**src/rtl/top_pkg.sv**
```systemverilog
//------------------------------------------------------------------------------
// Module  : top_pkg
// Purpose : Shared definitions for the fixed-message UART transmitter:
//           message length, message byte ROM ("Hello A11\n"), index width
//           and the controller state encoding.
// Ports   : none (package)
// Rev     : 1.0  initial release
//------------------------------------------------------------------------------
`timescale 1ns/1ps
`default_nettype none

package top_pkg;

    localparam int MSG_LEN = 10;
    localparam int IDX_W   = $clog2(MSG_LEN);

    // "Hello A11\n"
    localparam logic [7:0] MSG_ROM [MSG_LEN] = '{
        8'h48, 8'h65, 8'h6C, 8'h6C, 8'h6F,
        8'h20, 8'h41, 8'h31, 8'h31, 8'h0A
    };

    typedef enum logic [1:0] {
        IDLE = 2'd0,
        SEND = 2'd1,
        NEXT = 2'd2,
        GAP  = 2'd3
    } state_t;

endpackage

`default_nettype wire

```
**src/rtl/top_if.sv**
```systemverilog
//------------------------------------------------------------------------------
// Module  : top_if
// Purpose : Byte-stream handshake between the message sequencer (master) and
//           the UART byte serialiser (slave), plus the serial line it drives.
// Signals : start  - master requests a new frame with data
//           data   - byte to transmit
//           busy   - serialiser has a frame in progress
//           done   - one-cycle pulse, one clock before the stop bit ends
//           tx     - registered serial line
// Rev     : 1.0  initial release
//------------------------------------------------------------------------------
`timescale 1ns/1ps
`default_nettype none

interface top_if;
    logic       start;
    logic [7:0] data;
    logic       busy;
    logic       done;
    logic       tx;

    modport master (output start, output data, input busy, input done, input tx);
    modport slave  (input start, input data, output busy, output done, output tx);
endinterface

`default_nettype wire

```
**src/rtl/uart_byte_tx.sv**
```systemverilog
//------------------------------------------------------------------------------
// Module  : uart_byte_tx
// Purpose : 8N1 framing and serialisation of one byte, LSB first. Each bit is
//           held BIT_CYCLES clocks. A start request seen during the last clock
//           of a stop bit launches the next frame with no idle in between.
// Ports   : clk, rst_n (async, active-low), start, data[7:0],
//           busy, done (pulse one clock before frame end), tx (idle high)
// Params  : BIT_CYCLES (>= 2)
// Rev     : 1.0  initial release
//------------------------------------------------------------------------------
`timescale 1ns/1ps
`default_nettype none

module uart_byte_tx #(
    parameter int BIT_CYCLES = 434
) (
    input  logic       clk,
    input  logic       rst_n,
    input  logic       start,
    input  logic [7:0] data,
    output logic       busy,
    output logic       done,
    output logic       tx
);

    localparam int c_baud_w = (BIT_CYCLES > 1) ? $clog2(BIT_CYCLES) : 1;
    localparam int c_bit_w  = $clog2(10);
    localparam logic [c_baud_w-1:0] c_baud_last = c_baud_w'(BIT_CYCLES - 1);
    localparam logic [c_baud_w-1:0] c_baud_done = c_baud_w'(BIT_CYCLES - 2);
    localparam logic [c_baud_w-1:0] c_baud_one  = c_baud_w'(1);
    localparam logic [c_bit_w-1:0]  c_last_data = c_bit_w'(8);
    localparam logic [c_bit_w-1:0]  c_stop_bit  = c_bit_w'(9);

    logic                r_busy;
    logic                r_done;
    logic                r_tx;
    logic [c_baud_w-1:0] r_baud_cnt;
    logic [c_bit_w-1:0]  r_bit_cnt;
    logic [7:0]          r_shift;

    logic w_baud_last;
    logic w_frame_end;
    logic w_load;

    assign w_baud_last = (r_baud_cnt == c_baud_last);
    assign w_frame_end = r_busy && w_baud_last && (r_bit_cnt == c_stop_bit);
    assign w_load      = start && (!r_busy || w_frame_end);

    always_ff @(posedge clk or negedge rst_n) begin
        if (!rst_n) begin
            r_busy     <= 1'b0;
            r_done     <= 1'b0;
            r_tx       <= 1'b1;
            r_baud_cnt <= '0;
            r_bit_cnt  <= '0;
            r_shift    <= '0;
        end else if (w_load) begin
            r_busy     <= 1'b1;
            r_done     <= 1'b0;
            r_tx       <= 1'b0;
            r_baud_cnt <= '0;
            r_bit_cnt  <= '0;
            r_shift    <= data;
        end else if (r_busy) begin
            if (w_baud_last) begin
                r_baud_cnt <= '0;
                if (r_bit_cnt == c_stop_bit) begin
                    r_busy    <= 1'b0;
                    r_done    <= 1'b0;
                    r_tx      <= 1'b1;
                    r_bit_cnt <= '0;
                end else begin
                    r_bit_cnt <= r_bit_cnt + c_bit_w'(1);
                    r_tx      <= (r_bit_cnt == c_last_data) ? 1'b1 : r_shift[0];
                    r_shift   <= r_shift >> 1;
                    // With a two-clock bit the pre-end pulse starts on stop-bit entry.
                    r_done    <= (r_bit_cnt == c_last_data) && (c_baud_done == '0);
                end
            end else begin
                r_baud_cnt <= r_baud_cnt + c_baud_one;
                // Pulse lands in the second-to-last stop-bit clock so the
                // sequencer can present the next byte for the final clock.
                r_done     <= (r_bit_cnt == c_stop_bit) && ((r_baud_cnt + c_baud_one) == c_baud_done);
            end
        end
    end

    assign busy = r_busy;
    assign done = r_done;
    assign tx   = r_tx;

endmodule

`default_nettype wire

```
**src/rtl/top.sv**
```systemverilog
//------------------------------------------------------------------------------
// Module  : top
// Purpose : Transmits the fixed 10-byte message "Hello A11\n" as back-to-back
//           UART 8N1 frames starting on the first clock after reset release.
// Ports   : sys_clk (rising edge), rst_n (async, active-low),
//           uart_tx (registered serial out, idle high)
// Params  : CLK_FREQ, BAUD (bit period = CLK_FREQ/BAUD, >= 2),
//           GAP_CYCLES (idle clocks between repetitions, >= 2)
// Config  : TOP_REPEAT_EN defined   -> message repeats after GAP_CYCLES idle
//           TOP_REPEAT_EN undefined -> line stays idle until next reset
// Rev     : 1.0  initial release
//------------------------------------------------------------------------------
`timescale 1ns/1ps
`default_nettype none

module top
    import top_pkg::*;
#(
    parameter int CLK_FREQ   = 50_000_000,
    parameter int BAUD       = 115200,
    parameter int GAP_CYCLES = 50_000
) (
    input  logic sys_clk,
    input  logic rst_n,
    output logic uart_tx
);

    localparam int c_bit_cycles = CLK_FREQ / BAUD;
    localparam int c_gap_w      = $clog2(GAP_CYCLES + 1);
    // Gap state hands over to IDLE one clock early; IDLE spends the final
    // idle clock presenting the start request.
    localparam logic [c_gap_w-1:0] c_gap_last = c_gap_w'(GAP_CYCLES - 2);
    localparam logic [IDX_W-1:0]   c_idx_last = IDX_W'(MSG_LEN - 1);

`ifdef TOP_REPEAT_EN
    localparam logic c_repeat = 1'b1;
`else
    localparam logic c_repeat = 1'b0;
`endif

    top_if bus_if ();

    state_t             r_state;
    logic [IDX_W-1:0]   r_idx;
    logic [c_gap_w-1:0] r_gap_cnt;
    logic               r_start;
    logic [7:0]         r_data;

    assign bus_if.start = r_start;
    assign bus_if.data  = r_data;

    uart_byte_tx #(
        .BIT_CYCLES (c_bit_cycles)
    ) u_byte_tx (
        .clk   (sys_clk),
        .rst_n (rst_n),
        .start (bus_if.start),
        .data  (bus_if.data),
        .busy  (bus_if.busy),
        .done  (bus_if.done),
        .tx    (bus_if.tx)
    );

    assign uart_tx = bus_if.tx;

    // Start request comes out of reset already asserted with byte 0 so the
    // first start bit goes out on the very first edge after release.
    always_ff @(posedge sys_clk or negedge rst_n) begin
        if (!rst_n) begin
            r_state   <= IDLE;
            r_idx     <= '0;
            r_gap_cnt <= '0;
            r_start   <= 1'b1;
            r_data    <= MSG_ROM[0];
        end else begin
            case (r_state)
                IDLE: begin
                    if (r_start && !bus_if.busy) begin
                        r_state <= SEND;
                        r_start <= 1'b0;
                    end
                end
                SEND: begin
                    if (bus_if.done) begin
                        r_state <= NEXT;
                        if (r_idx != c_idx_last) begin
                            r_start <= 1'b1;
                            r_data  <= MSG_ROM[r_idx + IDX_W'(1)];
                        end
                    end
                end
                // Occupies the last stop-bit clock; the serialiser picks up
                // the pending request on the same edge that ends the frame.
                NEXT: begin
                    r_start <= 1'b0;
                    if (r_idx == c_idx_last) begin
                        r_idx     <= '0;
                        r_gap_cnt <= '0;
                        r_state   <= GAP;
                    end else begin
                        r_idx   <= r_idx + IDX_W'(1);
                        r_state <= SEND;
                    end
                end
                GAP: begin
                    if (r_gap_cnt == c_gap_last) begin
                        r_state <= IDLE;
                        r_start <= c_repeat;
                        r_data  <= MSG_ROM[0];
                    end else begin
                        r_gap_cnt <= r_gap_cnt + c_gap_w'(1);
                    end
                end
                default: r_state <= IDLE;
            endcase
        end
    end

endmodule

`default_nettype wire

```
**config.mk**
```make
export PLATFORM = sky130hd
export DESIGN_NAME = top
export DESIGN_NICKNAME = d
export VERILOG_FILES = /design/src/rtl/top_pkg.sv /design/src/rtl/top_if.sv /design/src/rtl/uart_byte_tx.sv /design/src/rtl/top.sv
export SDC_FILE = /design/constraint.sdc
export NUM_CORES = 1
export LEC_CHECK = 0
export ABC_AREA = 1
export BUFFER_PORTS_ARGS = -buffer_cell sky130_fd_sc_hd__buf_2
export CAP_MARGIN = 5
export CORE_ASPECT_RATIO = 1.2
export CORE_MARGIN = 2
export CORE_UTILIZATION = 47
export DETAILED_ROUTE_END_ITERATION = 12
export PLACE_DENSITY_LB_ADDON = 0.12
export REMOVE_ABC_BUFFERS = 1
export SETUP_SLACK_MARGIN = 0.05
export SYNTH_ARGS = -nofsm -noshare
export SYNTH_HDL_FRONTEND = slang
export SYNTH_SLANG_ARGS = --single-unit
```
**constraint.sdc**
```tcl
create_clock -name sys_clk -period 1.55 [get_ports sys_clk]
set_clock_uncertainty 0.05 [all_clocks]
set_input_delay 0.0775 -clock sys_clk [delete_from_list [all_inputs] [get_ports sys_clk]]
set_output_delay 0.0775 -clock sys_clk [all_outputs]
set_load 0.03 [all_outputs]
```
# Yosys cells after proc, flatten, opt, wreduce, memory -nomap -nowiden
# Memories as Yosys holds them, arrays and structs flattened.
# Index checks and enable logic that the tools add are counted.
# W data, S select, Z words.
[totals]
mem_bits_ro = 128
input_bits = 2
regBits = 55
output_inout_bits = 1
mem_count = 1
wordCells = 96
[memory_table]
columns = ["name", "words", "width", "read_ports", "rd_clocked_by_memory_dff", "write_ports", "line_no", "text"]
rows = [
  ["(no name shown)", 16, 8, 1, 0, 0, "top.sv:88", "r_data <= MSG_ROM[r_idx + IDX_W'(1)];"],
]
[op_classes]
n_reduce_logical = 18
n_bitwise = 1
addsub = 4
order_cmp = 1
mux = 43
n_eq_ne = 17
[ops]
columns = ["operator", "count"]
rows = [
  ["$mux W8", 9],
  ["$mux W16", 2],
  ["$pmux W16 S2", 1],
  ["$mux W9", 3],
  ["$mux W4", 5],
  ["$eq A9 B9 Y1 const B", 2],
  ["$add A16 B1 Y16 const B", 1],
  ["$eq A16 B16 Y1 const B", 1],
  ["$mux W1", 16],
  ["$pmux W8 S2", 1],
  ["$eq A4 B4 Y1 const B", 3],
  ["$ne A2 B2 Y1 const B", 5],
  ["$add A9 B1 Y9 const B", 1],
  ["$reduce_and A3 Y1", 3],
  ["$add A4 B1 Y4 const B", 2],
  ["$mux W2", 4],
  ["$pmux W2 S4", 1],
  ["$reduce_and A4 Y1", 2],
  ["$reduce_bool A2 Y1", 4],
  ["$ge A5 B5 Y1 const B", 1],
  ["$logic_and A1 B1 Y1", 5],
  ["$not A4 Y5", 1],
  ["$eq A2 B2 Y1 const B", 2],
  ["$ne A2 B1 Y1 const B", 2],
  ["7 further kinds", 7],
]

# Logic depth before layout (Yosys ltp)
[depth]
word_depth = 8
ltp_mapped = 12
depth_no_buf = 12

# By module
# A second synthesis with hierarchy kept.
[unflattened]
cells_unflattened = 447
hier_area_um2 = 3410.8
[modules_own_cells]
columns = ["module", "area_per_inst_um2", "seq_area_each_um2", "instances", "cells_per_inst"]
rows = [
  ["top", 2057.0, 754.5, 1, 270],
  ["uart_byte_tx", 1353.8, 601.8, 1, 177],
]

# Least setup slack after synthesis
# Ideal clock, no wire load.
[synth_timing]
kind = "flip-flop to flip-flop"
from = "reg u_byte_tx.r_baud_cnt[1]"
to = "reg u_byte_tx.r_shift[1]"
required_ns = 1.384
arrival_time_ns = 1.409
setup_ns = 0.116
setup_slack_ns = -0.025
n_path_buf = 1
synth_period_minus_slack_ns = 1.575
stages_incl_launch_ff = 13
cell_sequence = "dfrtp_1 -> inv_1 -> ha_1 -> nand2_1 -> nor2_1 -> nand3_2 -> nand2_4 -> nand2_4 -> buf_6 -> nand2_2 -> nand2_1 -> nand2_1 -> nand2_1"
[synth_via]
elab_chain_len = 7
word_cells_on_any_way = 10
classes_between = "2 x eq/ne; 1 x mux; 7 x reduce/logical"
[synth_rtl]
columns = ["element", "line_no", "text"]
rows = [
  ["start, declared", "uart_byte_tx.sv:37", "logic [c_baud_w-1:0] r_baud_cnt;"],
  ["start signal, assigned", "uart_byte_tx.sv:80", "r_baud_cnt <= r_baud_cnt + c_baud_one;"],
  ["$eq A9 B9 Y1 (*)", "uart_byte_tx.sv:45", "assign w_baud_last = (r_baud_cnt == c_baud_last);"],
  ["$logic_and A1 B1 Y1 (2 in a row)", "uart_byte_tx.sv:46", "assign w_frame_end = r_busy && w_baud_last && (r_bit_cnt == c_stop_bit);"],
  ["$logic_or A1 B1 Y1", "uart_byte_tx.sv:47", "assign w_load = start && (!r_busy || w_frame_end);"],
  ["$logic_and A1 B1 Y1", "uart_byte_tx.sv:47", ""],
  ["$ne A2 B1 Y1 (no line) or $reduce_bool A2 Y1 (tied branches)", "n/a", ""],
  ["$reduce_and A3 Y1 (no line)", "n/a", ""],
  ["end signal, assigned", "uart_byte_tx.sv:63", "r_shift <= data;"],
  ["end signal, assigned", "uart_byte_tx.sv:75", "r_shift <= r_shift >> 1;"],
  ["end, declared", "uart_byte_tx.sv:39", "logic [7:0] r_shift;"],
]
# Every way passes the cells marked *; elsewhere a longest branch is shown, timed or not.
# A chain may end at the register's enable or synchronous reset.

# Final worst setup path
[layout_timing]
from = "reg r_gap_cnt[0]"
to = "reg r_data[1] (netlist: bus_if.data[1])"
[layout_via]
elab_chain_len = 3
[layout_rtl]
columns = ["element", "line_no", "text"]
rows = [
  ["start, declared", "top.sv:45", "logic [c_gap_w-1:0] r_gap_cnt;"],
  ["start signal, assigned", "top.sv:111", "r_gap_cnt <= r_gap_cnt + c_gap_w'(1);"],
  ["$eq A16 B16 Y1", "top.sv:106", "if (r_gap_cnt == c_gap_last) begin"],
  ["$ne A2 B2 Y1 (no line)", "n/a", ""],
  ["$reduce_and A4 Y1 (no line)", "n/a", ""],
  ["end signal, assigned", "top.sv:74", "r_data <= MSG_ROM[0];"],
  ["end signal, assigned", "top.sv:88", ""],
  ["end signal, assigned", "top.sv:109", "r_data <= MSG_ROM[0];"],
  ["end, declared", "top.sv:47", "logic [7:0] r_data;"],
]
# No other way between the ends.

==> Flow_metrics.wiki <==
{| class="wikitable"
! Metric !! Value
|-
| Result of the run || finished with violations
|-
| Violated checks || setup timing
|-
| Placeable core region || 0.00673 mm²
|-
| CP Data Arrival Time || 1760 ps
|-
| Unique cell type count in the Yosys netlist || 34
|-
| Final critical-path share of the clock period || 1.03
|-
| Port Buffers || 2
|-
| Worst setup EP type || flop
|-
| Initial cell density of the core || 0.478
|-
| Cell count after synthesis || 422
|-
| Critical Path Max Stage Delay || 430 ps
|-
| Reg-to-reg critical path endpoint || bus_if.data[1]
|-
| Most used routing layer || met2
|-
| Cell area after placement || 0.00367 mm²
|-
| Cell Area, Synth || 0.00322 mm²
|-
| Wire length of the first global-routing pass || 12600 µm
|-
| Detailed-route wire length per cell || 13.0 µm
|-
| Maximum vdd drop || 0.563 mV
|-
| Post-route non-filler standard cell count || 575
|-
| Peak fanout along the critical path || 7
|-
| Ratio of total power to cell area || 580 mW/mm²
|-
| Slowest-stage cell, CP || sky130_fd_sc_hd__dfrtp_1
|-
| Met3 Resource Use GR || 0.0296
|-
| Most used DFF post-synth || sky130_fd_sc_hd__dfrtp_1
|-
| Die area || ~0.0075 mm²
|-
| Synth Register Bits || 53
|-
| Ys Warns || 0
|-
| Final GP Congestion || 0.842
|-
| Clock-pin slew on the worst setup and hold paths || roughly 110 ps
|-
| Design area || 0.00421 mm²
|-
| Tightest Pin Transition || 403 ps
|-
| Min-delay worst type || in -> async
|-
| Master cell of the clock root buffer || sky130_fd_sc_hd__clkbuf_8
|-
| Leakage power figure || ~0.0019 µW
|-
| Number of instances in the placed design || roughly 550
|-
| Number of vias per cell after detailed routing || 5.11
|-
| Average instance area after synthesis || approximately 7.6 µm²
|-
| Number of enable flip-flop cells after synthesis || 0
|-
| CTS tree || yes
|-
| Highest achievable clock rate || 623 MHz
|-
| Category of the worst setup path launch point || flop
|-
| Number of DRC violations after detailed-routing iteration 0 || 146
|-
| Maximum level of the CTS H-tree || 2
|-
| Via count || 2941
|-
| GRT Total Usage || 0.209
|-
| Number of global-route vias before repair || 2903
|-
| Maximum clock path buffer count || 2
|-
| FP Rows || 33
|-
| Required time of the worst setup path || 1710 ps
|-
| GR met1 Demand/Resource || 0.258
|-
| Worst Setup Path Type || reg -> reg
|-
| Min Tclk post-route || 1600 ps
|-
| Minimum setup slack in the final design || -54.1 ps
|-
| Residual DRC count || 0
|-
| Maximum number of pins on one net before global-route repair || 54
|-
| NumNets Final || 499
|-
| Register-to-register setup slack || -50 ps
|-
| Share of synthesized registers carrying an async set or reset || 1.00
|-
| Sequential share of the synthesized area || 0.414
|-
| Number of setup violations in the final report || 10
|-
| I/O pins || 3
|-
| Number of antenna violations at the first check in global routing || 0
|-
| Final Routed Wirelength || about 7500 µm
|-
| Length of the first detailed-routing pass in iterations || 4
|-
| Latest clock arrival within the worst-skew pair || ~320 ps
|-
| Final Max Tran Viols || 0
|-
| # diodes || 0
|-
| Remaining Overflow, GRT || 0
|-
| Post-route antenna net violation count || 0
|-
| Height of the die || 94.7 µm
|-
| Synth-to-layout area growth || 30.7%
|-
| Count of max-cap constraint violations || 0
|-
| GR Util met2 || 0.376
|-
| Reg-to-reg startpoint || r_gap_cnt[0]
|-
| Number of hold violations in the final report || 0
|-
| Critical-path cell list || inv_2, ha_4, nand3_2, nor2_1, nand2_1, nand2_4, nand3_4, buf_12, nand2_2, o21ai_2
|-
| Post-route core utilization || 0.625
|-
| Sum of net half-perimeters after detailed placement || 5130 µm
|-
| Setup repair after global routing missed its margin || true
|-
| Max-slew headroom at the worst pin || 0.730
|-
| Share of cells above drive strength 1 || 0.336
|-
| Clk sinks || 53
|-
| R2r worst-path depth || 10
|-
| Inserted Clock Buffers || 5
|-
| Die Width || 79.6 µm
|}
## final cells by class
type,count,area [µm²]
fillers,576,2520
well taps,87,109
repair inverters,1,11.3
flip-flops and latches,53,1340
inverters,49,209
clock inverters,2,37.5
multi-input cells,315,1910
repair buffers,62,517
clock buffers,6,82.6
## power by group
group          leakage (µW)  internal (µW)  switching, µW
logic               0.00109           7.88           27.8
clock network     0.0000574            526            497
registers          0.000719           1380              0
total               0.00187           1920            524
## logic make-up after synthesis
group,count (synthesis),share of synthesized area
DFF,53,0.414
adders and majority gates,10,0.0389
xor gates and xnor gates,6,0.0163
buffers and inverters,54,0.0723
and+or+nand+nor,240,0.342
AOI/OAI and AO/OA,59,0.117
## how the worst max path moves through the flow
stage / start / to / slack, ps / cells past startpoint
2_1_floorplan: r_gap_cnt[0] / bus_if.data[5] / -50 / 9
3_5_place_dp: u_byte_tx.r_baud_cnt[1] / u_byte_tx.r_shift[5] / -100 / 11
5_1_grt: r_gap_cnt[0] / bus_if.data[1] / -160 / 10
6_report: r_gap_cnt[0] / bus_if.data[1] / -50 / 10
3_3_place_gp: u_byte_tx.r_baud_cnt[1] / u_byte_tx.r_shift[0] / -60 / 11
4_1_cts: u_byte_tx.r_baud_cnt[1] / u_byte_tx.r_shift[2] / -20 / 12
## layer usage
| metal | vias to the layer above | part of all wire |
|---|---|---|
| li1 | 1512 | - |
| met5 | - | 0 |
| met4 | 0 | 0.016 |
| met2 | 38 | 0.51 |
| met3 | 9 | 0.020 |
| met1 | 1382 | 0.45 |
## synth_stat cells, types with 5 or more instances
cell type | number | area (µm²)
sky130_fd_sc_hd__o21ai_0 | 28 | 140
sky130_fd_sc_hd__nand3_1 | 44 | 220
sky130_fd_sc_hd__nand2_1 | 122 | 458
sky130_fd_sc_hd__ha_1 | 10 | 125
sky130_fd_sc_hd__nor2_1 | 34 | 128
sky130_fd_sc_hd__nand2_2 | 11 | 68.8
sky130_fd_sc_hd__o21ai_2 | 11 | 96.3
sky130_fd_sc_hd__nor3_1 | 6 | 30.0
sky130_fd_sc_hd__inv_1 | 41 | 154
sky130_fd_sc_hd__inv_2 | 5 | 18.8
sky130_fd_sc_hd__nand2_4 | 5 | 56.3
sky130_fd_sc_hd__dfrtp_1 | 49 | 1230
sky130_fd_sc_hd__nand4_1 | 9 | 56.3
sky130_fd_sc_hd__o22ai_1 | 8 | 50.1
## flip-flops by register name, summed over array words and instances (netlist names)
name,flops
r_state,2
bus_if.start,1
r_idx,4
u_byte_tx.tx,1
u_byte_tx.r_baud_cnt,9
u_byte_tx.r_shift,7
u_byte_tx.r_bit_cnt,4
bus_if.data,7
u_byte_tx.busy,1
u_byte_tx.done,1
r_gap_cnt,16
## metrics by stage
step | TNS (ps) | setup slack, ps | total power, µW | hold WS, ps
after floorplan | -485 | -49.1 | 1410 | -268
after detailed placement | -706 | -103 | 1450 | 49.0
final | -379 | -54.1 | 2440 | 212
after global placement | -368 | -60.2 | 1450 | 48.5
after CTS | -91.3 | -16.9 | 2460 | 240
after global routing | -2980 | -161 | 2500 | 273
## cells in the final DEF (no fill, tap or decap), types with 4 or more instances in the layout
cell	netlist	final
sky130_fd_sc_hd__inv_1	41	35
sky130_fd_sc_hd__buf_4	0	53
sky130_fd_sc_hd__clkbuf_8	0	6
sky130_fd_sc_hd__dfrtp_1	49	45
sky130_fd_sc_hd__dfrtp_2	0	4
sky130_fd_sc_hd__o21ai_2	11	13
sky130_fd_sc_hd__nor2_1	34	27
sky130_fd_sc_hd__nand3_2	3	5
sky130_fd_sc_hd__nand2_2	11	17
sky130_fd_sc_hd__nor2_4	3	8
sky130_fd_sc_hd__dfstp_2	4	4
sky130_fd_sc_hd__o22ai_1	8	6
sky130_fd_sc_hd__nand4_1	9	9
sky130_fd_sc_hd__inv_2	5	11
sky130_fd_sc_hd__ha_1	10	4
sky130_fd_sc_hd__o21ai_0	28	14
sky130_fd_sc_hd__xor2_1	4	4
sky130_fd_sc_hd__nand2_1	122	109
sky130_fd_sc_hd__nor3_1	6	4
sky130_fd_sc_hd__nand3_1	44	40
sky130_fd_sc_hd__o21ai_1	2	14
sky130_fd_sc_hd__nand2_4	5	9
## critical path: cells and delay by family (launching register included)
kind                     cells  cell delay, ps
flip-flops                   1             430
buffers and inverters        2             270
AO/OA/AOI/OAI                1              50
adder cells (fa/ha/maj)      1             130
AND/OR/NAND/NOR              6             580
## timing repair
item	CTS	global route
hold buffers	1	0
endpoints found under the setup margin	33	43
gates cloned	0	2
endpoints found under the hold margin	53	0
pin swaps	10	14
gates resized for setup	27	67
buffers inserted	9	2
Note: power is estimated with default switching activity, not from simulation.
